==> src/rtl/pq_board_ctl.sv <==
// pq_board_ctl: debounced pushbutton front end that sequences enqueue/dequeue commands into a priority queue and drives eight digit codes.
// Latency: button press to enq/deq pulse is DB_CYCLES+3 cycles; pulse to pq_enq/pq_deq strobe is 2 cycles plus one per pq_busy cycle in WAIT.
// Backpressure: waits on pq_busy before and after each strobe; full/empty commands are rejected (err); presses outside IDLE are dropped.
// Optional feature macro PQ_BOARD_OCC_DISPLAY_EN: when defined, d7/d6 show occ in hex; otherwise they are blank.
module pq_board_ctl #(
   parameter int KEY_W     = 8,
   parameter int VAL_W     = 8,
   parameter int DEPTH     = 16,
   parameter int DB_CYCLES = 1_000_000
) (
   input  logic                         clk,
   input  logic                         rst,
   input  logic [KEY_W+VAL_W-1:0]       kv_sw,
   input  logic                         enq_btn,
   input  logic                         deq_btn,
   input  logic                         pq_busy,
   input  logic                         pq_full,
   input  logic                         pq_empty,
   input  logic [KEY_W+VAL_W-1:0]       pq_kvo,
   output logic                         pq_enq,
   output logic                         pq_deq,
   output logic [KEY_W+VAL_W-1:0]       pq_kvi,
   output logic [$clog2(DEPTH+1)-1:0]   occ,
   output logic                         err,
   output logic                         ctl_busy,
   output logic [6:0]                   d7,
   output logic [6:0]                   d6,
   output logic [6:0]                   d5,
   output logic [6:0]                   d4,
   output logic [6:0]                   d3,
   output logic [6:0]                   d2,
   output logic [6:0]                   d1,
   output logic [6:0]                   d0
);
   localparam int KV_W  = KEY_W + VAL_W;
   localparam int OCC_W = $clog2(DEPTH + 1);
   localparam int NDIG  = KV_W / 4;
   localparam int DBC_W = $clog2(DB_CYCLES + 1);
   localparam logic [6:0] BLANK = 7'h7F;

   // Parameter sanity: the display only has four data digits, and occ must fit two hex digits.
   generate
      if ((KV_W % 4) != 0 || KV_W > 16 || KV_W < 4) begin : g_bad_kv_w
         $error("pq_board_ctl: KEY_W+VAL_W must be a multiple of 4 and at most 16");
      end
      if (DEPTH < 1 || DEPTH > 255) begin : g_bad_depth
         $error("pq_board_ctl: DEPTH must be in 1..255");
      end
   endgenerate

   typedef enum logic [1:0] {S_IDLE, S_WAIT, S_ISSUE, S_SETTLE} state_t;

   logic [1:0]       w_btn_raw;
   logic [1:0]       r_sync1, r_sync2, r_db, r_db_d, r_pulse;
   logic [DBC_W-1:0] r_cnt [2];
   state_t           r_state, w_state_nxt;
   logic             w_enq_p, w_deq_p, w_deq_ok, w_enq_ok;
   logic             w_acc_enq, w_acc_deq, w_reject, w_enq_nxt, w_deq_nxt;
   logic             r_cmd_deq, r_pq_enq, r_pq_deq, r_err, r_ctl_busy;
   logic [KV_W-1:0]  r_pq_kvi, r_last_kv;
   logic [OCC_W-1:0] r_occ;
   logic [15:0]      w_kv16;
   logic [6:0]       w_dig [4];

   // Index 0 is the enqueue button, index 1 the dequeue button.
   assign w_btn_raw = {deq_btn, enq_btn};
   assign w_enq_p   = r_pulse[0];
   assign w_deq_p   = r_pulse[1];

   // Button path: 2-flop synchronizer, stability counter, registered rising-edge pulse.
   always_ff @(posedge clk) begin
      if (rst) begin
         r_sync1 <= '0;
         r_sync2 <= '0;
         r_db    <= '0;
         r_db_d  <= '0;
         r_pulse <= '0;
         r_cnt   <= '{default: '0};
      end else begin
         r_sync1 <= w_btn_raw;
         r_sync2 <= r_sync1;
         r_db_d  <= r_db;
         r_pulse <= r_db & ~r_db_d;
         for (int b = 0; b < 2; b++) begin
            if (r_sync2[b] == r_db[b]) begin
               r_cnt[b] <= '0;
            end else if (r_cnt[b] == DBC_W'(DB_CYCLES - 1)) begin
               r_db[b]  <= r_sync2[b];
               r_cnt[b] <= '0;
            end else begin
               r_cnt[b] <= r_cnt[b] + DBC_W'(1);
            end
         end
      end
   end

   // Command acceptance in IDLE; dequeue has priority and a simultaneous enqueue is dropped.
   assign w_deq_ok  = (r_occ != '0) && !pq_empty;
   assign w_enq_ok  = (r_occ != OCC_W'(DEPTH)) && !pq_full;
   assign w_acc_deq = (r_state == S_IDLE) && w_deq_p && w_deq_ok;
   assign w_acc_enq = (r_state == S_IDLE) && !w_deq_p && w_enq_p && w_enq_ok;
   assign w_reject  = (r_state == S_IDLE) && (w_deq_p ? !w_deq_ok : (w_enq_p && !w_enq_ok));

   // FSM state register.
   always_ff @(posedge clk) begin
      if (rst) r_state <= S_IDLE;
      else     r_state <= w_state_nxt;
   end

   // FSM next-state logic.
   always_comb begin
      w_state_nxt = r_state;
      case (r_state)
         S_IDLE:   if (w_acc_deq || w_acc_enq) w_state_nxt = S_WAIT;
         S_WAIT:   if (!pq_busy) w_state_nxt = S_ISSUE;
         S_ISSUE:  w_state_nxt = S_SETTLE;
         S_SETTLE: if (!pq_busy) w_state_nxt = S_IDLE;
         default:  w_state_nxt = S_IDLE;
      endcase
   end

   // FSM outputs: strobe values to register so they are high exactly during ISSUE.
   always_comb begin
      w_enq_nxt = 1'b0;
      w_deq_nxt = 1'b0;
      if (r_state == S_WAIT && !pq_busy) begin
         w_enq_nxt = !r_cmd_deq;
         w_deq_nxt = r_cmd_deq;
      end
   end

   // Command latch, strobes, occupancy, error flag and captured head value.
   always_ff @(posedge clk) begin
      if (rst) begin
         r_cmd_deq  <= 1'b0;
         r_pq_kvi   <= '0;
         r_pq_enq   <= 1'b0;
         r_pq_deq   <= 1'b0;
         r_last_kv  <= '0;
         r_occ      <= '0;
         r_err      <= 1'b0;
         r_ctl_busy <= 1'b0;
      end else begin
         r_pq_enq   <= w_enq_nxt;
         r_pq_deq   <= w_deq_nxt;
         r_ctl_busy <= (w_state_nxt != S_IDLE);
         if (w_acc_deq || w_acc_enq) begin
            r_cmd_deq <= w_acc_deq;
            r_err     <= 1'b0;
         end else if (w_reject) begin
            r_err <= 1'b1;
         end
         if (w_acc_enq) r_pq_kvi <= kv_sw;
         // Strobes are high only in ISSUE, so this edge is the one that ends ISSUE.
         if (r_pq_enq) r_occ <= r_occ + OCC_W'(1);
         if (r_pq_deq) begin
            r_occ     <= r_occ - OCC_W'(1);
            r_last_kv <= pq_kvo;
         end
      end
   end

   assign pq_enq   = r_pq_enq;
   assign pq_deq   = r_pq_deq;
   assign pq_kvi   = r_pq_kvi;
   assign occ      = r_occ;
   assign err      = r_err;
   assign ctl_busy = r_ctl_busy;

   // Data digits: hex nibbles of last_kv, blank above the width in use.
   assign w_kv16 = 16'(r_last_kv);
   always_comb begin
      for (int i = 0; i < 4; i++) begin
         w_dig[i] = (i < NDIG) ? {3'b000, w_kv16[4*i +: 4]} : BLANK;
      end
   end

   assign d0 = w_dig[0];
   assign d1 = w_dig[1];
   assign d2 = w_dig[2];
   assign d3 = w_dig[3];
   assign d4 = r_err ? 7'h0E : BLANK;
   assign d5 = BLANK;

`ifdef PQ_BOARD_OCC_DISPLAY_EN
   logic [7:0] w_occ8;
   assign w_occ8 = 8'(r_occ);
   assign d7 = {3'b000, w_occ8[7:4]};
   assign d6 = {3'b000, w_occ8[3:0]};
`else
   assign d7 = BLANK;
   assign d6 = BLANK;
`endif

endmodule

==> config.mk <==
export PLATFORM = sky130hd
export DESIGN_NAME = pq_board_ctl
export DESIGN_NICKNAME = d
export VERILOG_FILES = /design/src/rtl/pq_board_ctl.sv
export SDC_FILE = /design/constraint.sdc
export NUM_CORES = 1
export LEC_CHECK = 0
export CAP_MARGIN = 30
export CORE_ASPECT_RATIO = 1.75
export CORE_MARGIN = 3
export CORE_UTILIZATION = 47
export CTS_CLUSTER_DIAMETER = 80
export CTS_CLUSTER_SIZE = 14
export DETAILED_ROUTE_END_ITERATION = 16
export PLACE_DENSITY = 0.79
export SYNTH_ARGS = -nofsm -noshare
export SYNTH_HDL_FRONTEND = slang
export SYNTH_SLANG_ARGS = --single-unit
==> constraint.sdc <==
create_clock -name clk -period 3.24 [get_ports clk]
set_input_delay 0.648 -clock clk [delete_from_list [all_inputs] [get_ports clk]]
set_output_delay 0.648 -clock clk [all_outputs]
set_load 0.05 [all_outputs]
Word-level counts from Yosys, hierarchy flattened
Cells that the tools add are included.
- flip-flop bits (word level): 94
- bits in latches: 0
- bits in writable memories: 0
- bits in read-only memories: 0
- input bits: 39
- output and inout bits: 81
- logic and storage cells: 70
- memories: 0
- add/subtract/negate cells: 4
- multiply operators: 0
- divide/modulo/power cells: 0
- magnitude comparators: 0
- eq/ne operators: 8
- shifts and indexed selects: 0
- multiplexer cells: 8
- bitwise operators: 5
- reductions and logical operators: 28
- operators with widths (kind ; count):
    20-bit by 1-bit adder with 20-bit output, second input constant ; 2
    20-bit equality test, second input constant ; 2
    1-bit logical AND ; 10
    5-bit 2-to-1 mux ; 2
    2-bit one-hot mux with 4 select lines ; 1
    1-bit zero test ; 7
    7-bit 2-to-1 mux ; 1
    2-bit 2-to-1 mux ; 3
    3-bit OR reduction ; 2
    5-bit by 1-bit adder with 5-bit output, second input constant ; 1
    5-bit inequality test, second input constant ; 1
    5-bit nonzero test ; 1
    5-bit by 1-bit subtractor with 5-bit output, second input constant ; 1
    2-bit equality test, second input constant ; 2
    2-bit AND reduction ; 2
    2-bit nonzero test ; 2
    2-bit OR reduction ; 2
    1-bit NOT ; 3
    2-bit bitwise AND ; 1
    1-bit equality test ; 2
    2-bit by 1-bit equality test with 1-bit output, second input constant ; 1
    2-bit zero test ; 1
    2-bit NOT ; 1
    1-bit logical OR ; 1
    1-bit 2-to-1 mux ; 1

Logic depth before layout (Yosys ltp)
- word-level depth: 8
- mapped depth: 9
- mapped depth without buffers: 7

Worst setup path before layout
OpenSTA, ideal clock, no wires.
- path type: register to register
- start point: register r_pq_deq, in the netlist pq_deq
- end point: register r_occ[4], in the netlist occ[4]
- arrival time: 2719 ps
- slack: 400 ps
- stages on the path, launching flop included: 10
- path buffers: 2
- period minus slack after synthesis: 2840 ps
- cell sequence: dfxtp_1 buf_1 buf_2 inv_1 fa_1 inv_1 a21o_1 a21oi_1 mux2i_1 mux2_2
- cells in the longest elaborated chain, start to end: 1
- elaborated cells on any way between the ends: 2
- those cells by class: mux: 1; reduce/logical: 1
- RTL lines (item ; RTL line ; RTL):
    start, declared ; 59 ; logic r_cmd_deq, r_pq_enq, r_pq_deq, r_err, r_ctl_busy;
    start signal, assigned ; 145 ; r_pq_deq <= w_deq_nxt;
    5-bit 2-to-1 mux / 2-bit nonzero test (equally long branches) ; - ;
    end signal, assigned ; 155 ; if (r_pq_enq) r_occ <= r_occ + OCC_W'(1);
    end signal, assigned ; 157 ; r_occ <= r_occ - OCC_W'(1);
    end, declared ; 61 ; logic [OCC_W-1:0] r_occ;
Several ways; a longest one is shown, not always the timed one.
A chain may end at the register's enable or synchronous reset.

Final worst setup path
- start point: register r_pq_deq, in the netlist pq_deq
- end point: output pq_deq
- RTL lines (item ; RTL line ; RTL):
    end, declared ; 21 ; output logic pq_deq,
No word-level cell between the ends.

==> metrics list <==
- Post-DR vias/cell: 4.79
- Number of setup buffers added after CTS: 0
* Combinational group share of total power: 7.0%
- Total Power: 2.25 mW
- After layout, the worst path uses 73.6% of the clock period.
- After synthesis the netlist holds a flip-flop and latch count of 94.
* Minimum setup slack among reg-to-reg paths: 1.06 ns
- The run finished with clean final reports.
- Count of flip-flops with a built-in enable after synthesis: 0
- Routability-driven placement finished with a final weighted congestion of 0.818.
* Number of port buffers: 83
- Pin count of the biggest net entering global routing: 30
- Number of unique standard cell types used by synthesis: 42
- At the later pin of the worst-skew pair, clock insertion delay measures 0.34 ns.
* Vias: 3,117
- Slew of the pin with the lowest slew margin: 0.651 ns
* Sw Share: 23.0%
* Pwr Density: 445 nW/µm²
* Number of filler instances in the final layout: 725
- The die is 130 µm tall.
- Internal: 1.73 mW
* Setup TNS Final: 0 ns
- After floorplanning, the core was sized to cover 8420 µm².
- CTS built an H-tree with a depth of 3.
- Total global routing track utilization: 16.8%
- Total Die Area: 9950 µm²
* Number of hold violations in the final report: 0
- The tool flagged a number of max-cap violations equal to 0.
* Worst path buffer plus inverter count: 1
- Standby leakage power: 1.75 nW
- For this run, the number of Yosys warnings is 0.
- STA puts the critical path data arrival time at 1.74 ns.
- Summed over all layers, the routed wires come to 8060 µm.
* IR Drop Worst-Case VDD: 0.440 mV
- CTS placed an instance of sky130_fd_sc_hd__clkbuf_16 at the clock tree root.
- The share of total power dissipated in the clock network is 41.4%.
- In this design, the largest share of critical-path delay is due to buffers and inverters.
* Total standard cell area after synthesis: 4110 µm²
- Setup repair after global routing left no endpoint under its margin.
- The largest individual stage delay along the critical path comes from the cell sky130_fd_sc_hd__clkdlybuf4s50_1.
- The worst path in the final design needs a cycle of 2.38 ns, including I/O delays and setup.
- Ports placed on the boundary: 120
* Share of the yosys chip area belonging to registers: 45.8%
- Post-Place Cell Area: 4800 µm²
- TritonCTS clock tree: built
- Slowest stage delay, CP: 0.87 ns
- End of the worst register-to-register path: r_cnt[11]
- Worst slew margin relative to its limit: 56.6%
- Number of endpoints failing setup at the final stage: 0
* Flop pwr share: 51.6%
- After legalization and detailed placement, the total HPWL measured 5960 µm.
- Counting every sink on the clock net gives 94.
- In this run the remaining antenna-violating nets after routing total 0.
* Number of resized instances in the post-cts repair step: 0
* Origin of the worst min-delay path: r_db_d[0]
- In this run the power spent charging and discharging nets is 0.517 mW.
- Type of destination of the critical path: output port
* Length in cells of the worst reg-to-reg path: 6
* Final instance area: 5050 µm²
- After clock tree synthesis, the clock-pin slew on the worst setup and hold paths is 0.06 ns.
* Worst reg2reg path startpoint: r_cnt[0]
- The path with the worst hold slack has its endpoint at r_pulse[0].
- For this run, the leading register cell type out of synthesis is sky130_fd_sc_hd__dfxtp_1.
* Worst clock skew: 0.00575 ns
- Maximum fanout along the worst path: 10
- First-pass GRT wire length: 13,600 µm
* Critical path required time: 2.59 ns
- Total number of placement rows: 44
* Tightest Hold Check Type: reg -> reg
- Fraction of layout instances using a drive strength above 1: 5.04%
* Number of diodes: 0
- Peak Freq: 419 MHz
* Via count of the first global-routing pass: 3,120
* Worst Setup Start Kind: flip-flop
- Initial core utilization: 48.8%
- Net count of the finished layout: 578
* Number of slew-limit violations in the final report: 0
- Number of detailed-route iterations in the first pass: 4
* DRC marker count from the first detailed-route iteration: 167
- Walking the worst path, the cells encountered are clkdlybuf4s50_1.
* DRC viols: 0
- The number of antenna violations at the first check in global routing came to 0.
- Dividing the detail-routed wire length by the instance count gives 12.4 µm.
* Final core utilization: 60.0%
* Die W: 76.7 µm
- Asr flop ratio synth: 0%
- Most frequent cells in the layout: sky130_fd_sc_hd__dfxtp_1 (94), sky130_fd_sc_hd__clkdlybuf4s50_1 (82), sky130_fd_sc_hd__nor2_1 (79), sky130_fd_sc_hd__nand2_1 (49), sky130_fd_sc_hd__conb_1 (36)
- Synthesis-to-finish area growth: 22.9%
* CTS Buf Count: 9
- After technology mapping, the gate count stands at 459.
- The total overflow left after global routing is 0.
- The clock passes through at most 2 buffers.
- Most common cell after layout, fill and taps aside: sky130_fd_sc_hd__dfxtp_1
* Critical path depth in cells: 1
- In this run, post-CTS hold repair placed 0 buffers.
* Instance count along the most critical hold path: 1
* Synth Area per Inst: 8.96 µm²
- The critical path is of the reg -> out type.
-- cell type report --
cell class                      instances  area (µm²)  area share, %
Tap cell                              115         144           2.85
Inverter                               13        48.8          0.965
Clock inverter                          2        10.0          0.198
Sequential cell                        94        1880           37.2
Multi-Input combinational cell        329        1880           37.1
Timing Repair Buffer                   86         848           16.8
Clock buffer                           12         246           4.88
-- cells by family (layout without fill, tap and decap cells) --
logic type,after synthesis,count (layout),synth area share (%)
other cells,2,36,0.183
fa+ha+maj,6,6,2.01
simple gates,195,195,22.3
flops,94,94,45.8
buf+inv,70,113,11.7
mux,20,20,4.90
xor+xnor,42,42,8.95
compound gates,30,30,4.14
-- state kept, by name, summed over array words and instances (netlist names), 2 cells and up --
register / cells
r_pulse: 2
r_state: 2
occ: 5
r_db: 2
r_last_kv: 16
r_sync2: 2
pq_kvi: 16
r_db_d: 2
r_cnt: 40
r_sync1: 2
-- per-layer routing --
| layer | up-vias | part of all wire [%] | GRT usage, % |
|---|---|---|---|
| met1 | 1452 | 37 | 16.9 |
| met4 | 0 | 1.6 | 7.15 |
| met5 | - | 0 | 0 |
| met3 | 10 | 6.9 | 6.15 |
| met2 | 92 | 54 | 31.0 |
| li1 | 1563 | - | - |
-- worst max-delay path by stage --
stage | startpoint | slack, ns | endpoint
after floorplan | pq_deq | 0.40 | occ[4]
after global placement | pq_full | 1.07 | pq_kvi[1]
after detailed placement | pq_full | 1.02 | pq_kvi[9]
after CTS | pq_deq | 0.84 | pq_deq
after global routing | pq_deq | 0.78 | pq_deq
final | pq_deq | 0.86 | pq_deq
-- power groups by stage --
stage | Clock (mW) | Sequential, mW | Combinational, mW
final | 0.932 | 1.16 | 0.157
after global placement | 0 | 1.19 | 0.154
after CTS | 0.958 | 1.16 | 0.156
after global routing | 1.00 | 1.16 | 0.164
after floorplan | 0 | 1.19 | 0.144
after detailed placement | 0 | 1.19 | 0.155
-- through the flow --
stage	setup WS (ns)	cells	hold WS, ns
floorplan	0.400	493	0.367
global placement	1.07	637	0.378
detailed placement	1.02	637	0.382
CTS	0.839	651	0.388
global route	0.782	651	0.403
finish	0.856	651	0.388
-- Yosys cell counts, types with 2 or more instances --
cell / instances / share of area, %
sky130_fd_sc_hd__buf_6: 3 / 0.82
sky130_fd_sc_hd__nor3_2: 3 / 0.73
sky130_fd_sc_hd__a21oi_1: 22 / 2.7
sky130_fd_sc_hd__dfxtp_1: 94 / 46
sky130_fd_sc_hd__nor4b_1: 3 / 0.64
sky130_fd_sc_hd__buf_1: 2 / 0.18
sky130_fd_sc_hd__nand3_1: 17 / 2.1
sky130_fd_sc_hd__mux2i_1: 19 / 4.6
sky130_fd_sc_hd__nor4_1: 5 / 0.76
sky130_fd_sc_hd__and4_1: 2 / 0.43
sky130_fd_sc_hd__ha_1: 5 / 1.5
sky130_fd_sc_hd__buf_4: 42 / 7.7
sky130_fd_sc_hd__inv_1: 13 / 1.2
sky130_fd_sc_hd__xor2_1: 21 / 4.5
sky130_fd_sc_hd__nor2b_1: 11 / 1.7
sky130_fd_sc_hd__o21ai_0: 3 / 0.37
sky130_fd_sc_hd__buf_2: 5 / 0.61
sky130_fd_sc_hd__nor3_1: 5 / 0.61
sky130_fd_sc_hd__nor4_2: 2 / 0.61
sky130_fd_sc_hd__and3_1: 3 / 0.46
sky130_fd_sc_hd__xnor2_1: 21 / 4.5
sky130_fd_sc_hd__nand2_1: 49 / 4.5
sky130_fd_sc_hd__nand4_1: 6 / 0.91
sky130_fd_sc_hd__conb_1: 2 / 0.18
sky130_fd_sc_hd__nand2b_1: 2 / 0.30
sky130_fd_sc_hd__or3_1: 4 / 0.61
sky130_fd_sc_hd__nor2_1: 79 / 7.2
sky130_fd_sc_hd__clkbuf_1: 2 / 0.18
No activity file was read; power rests on OpenSTA's default activity.
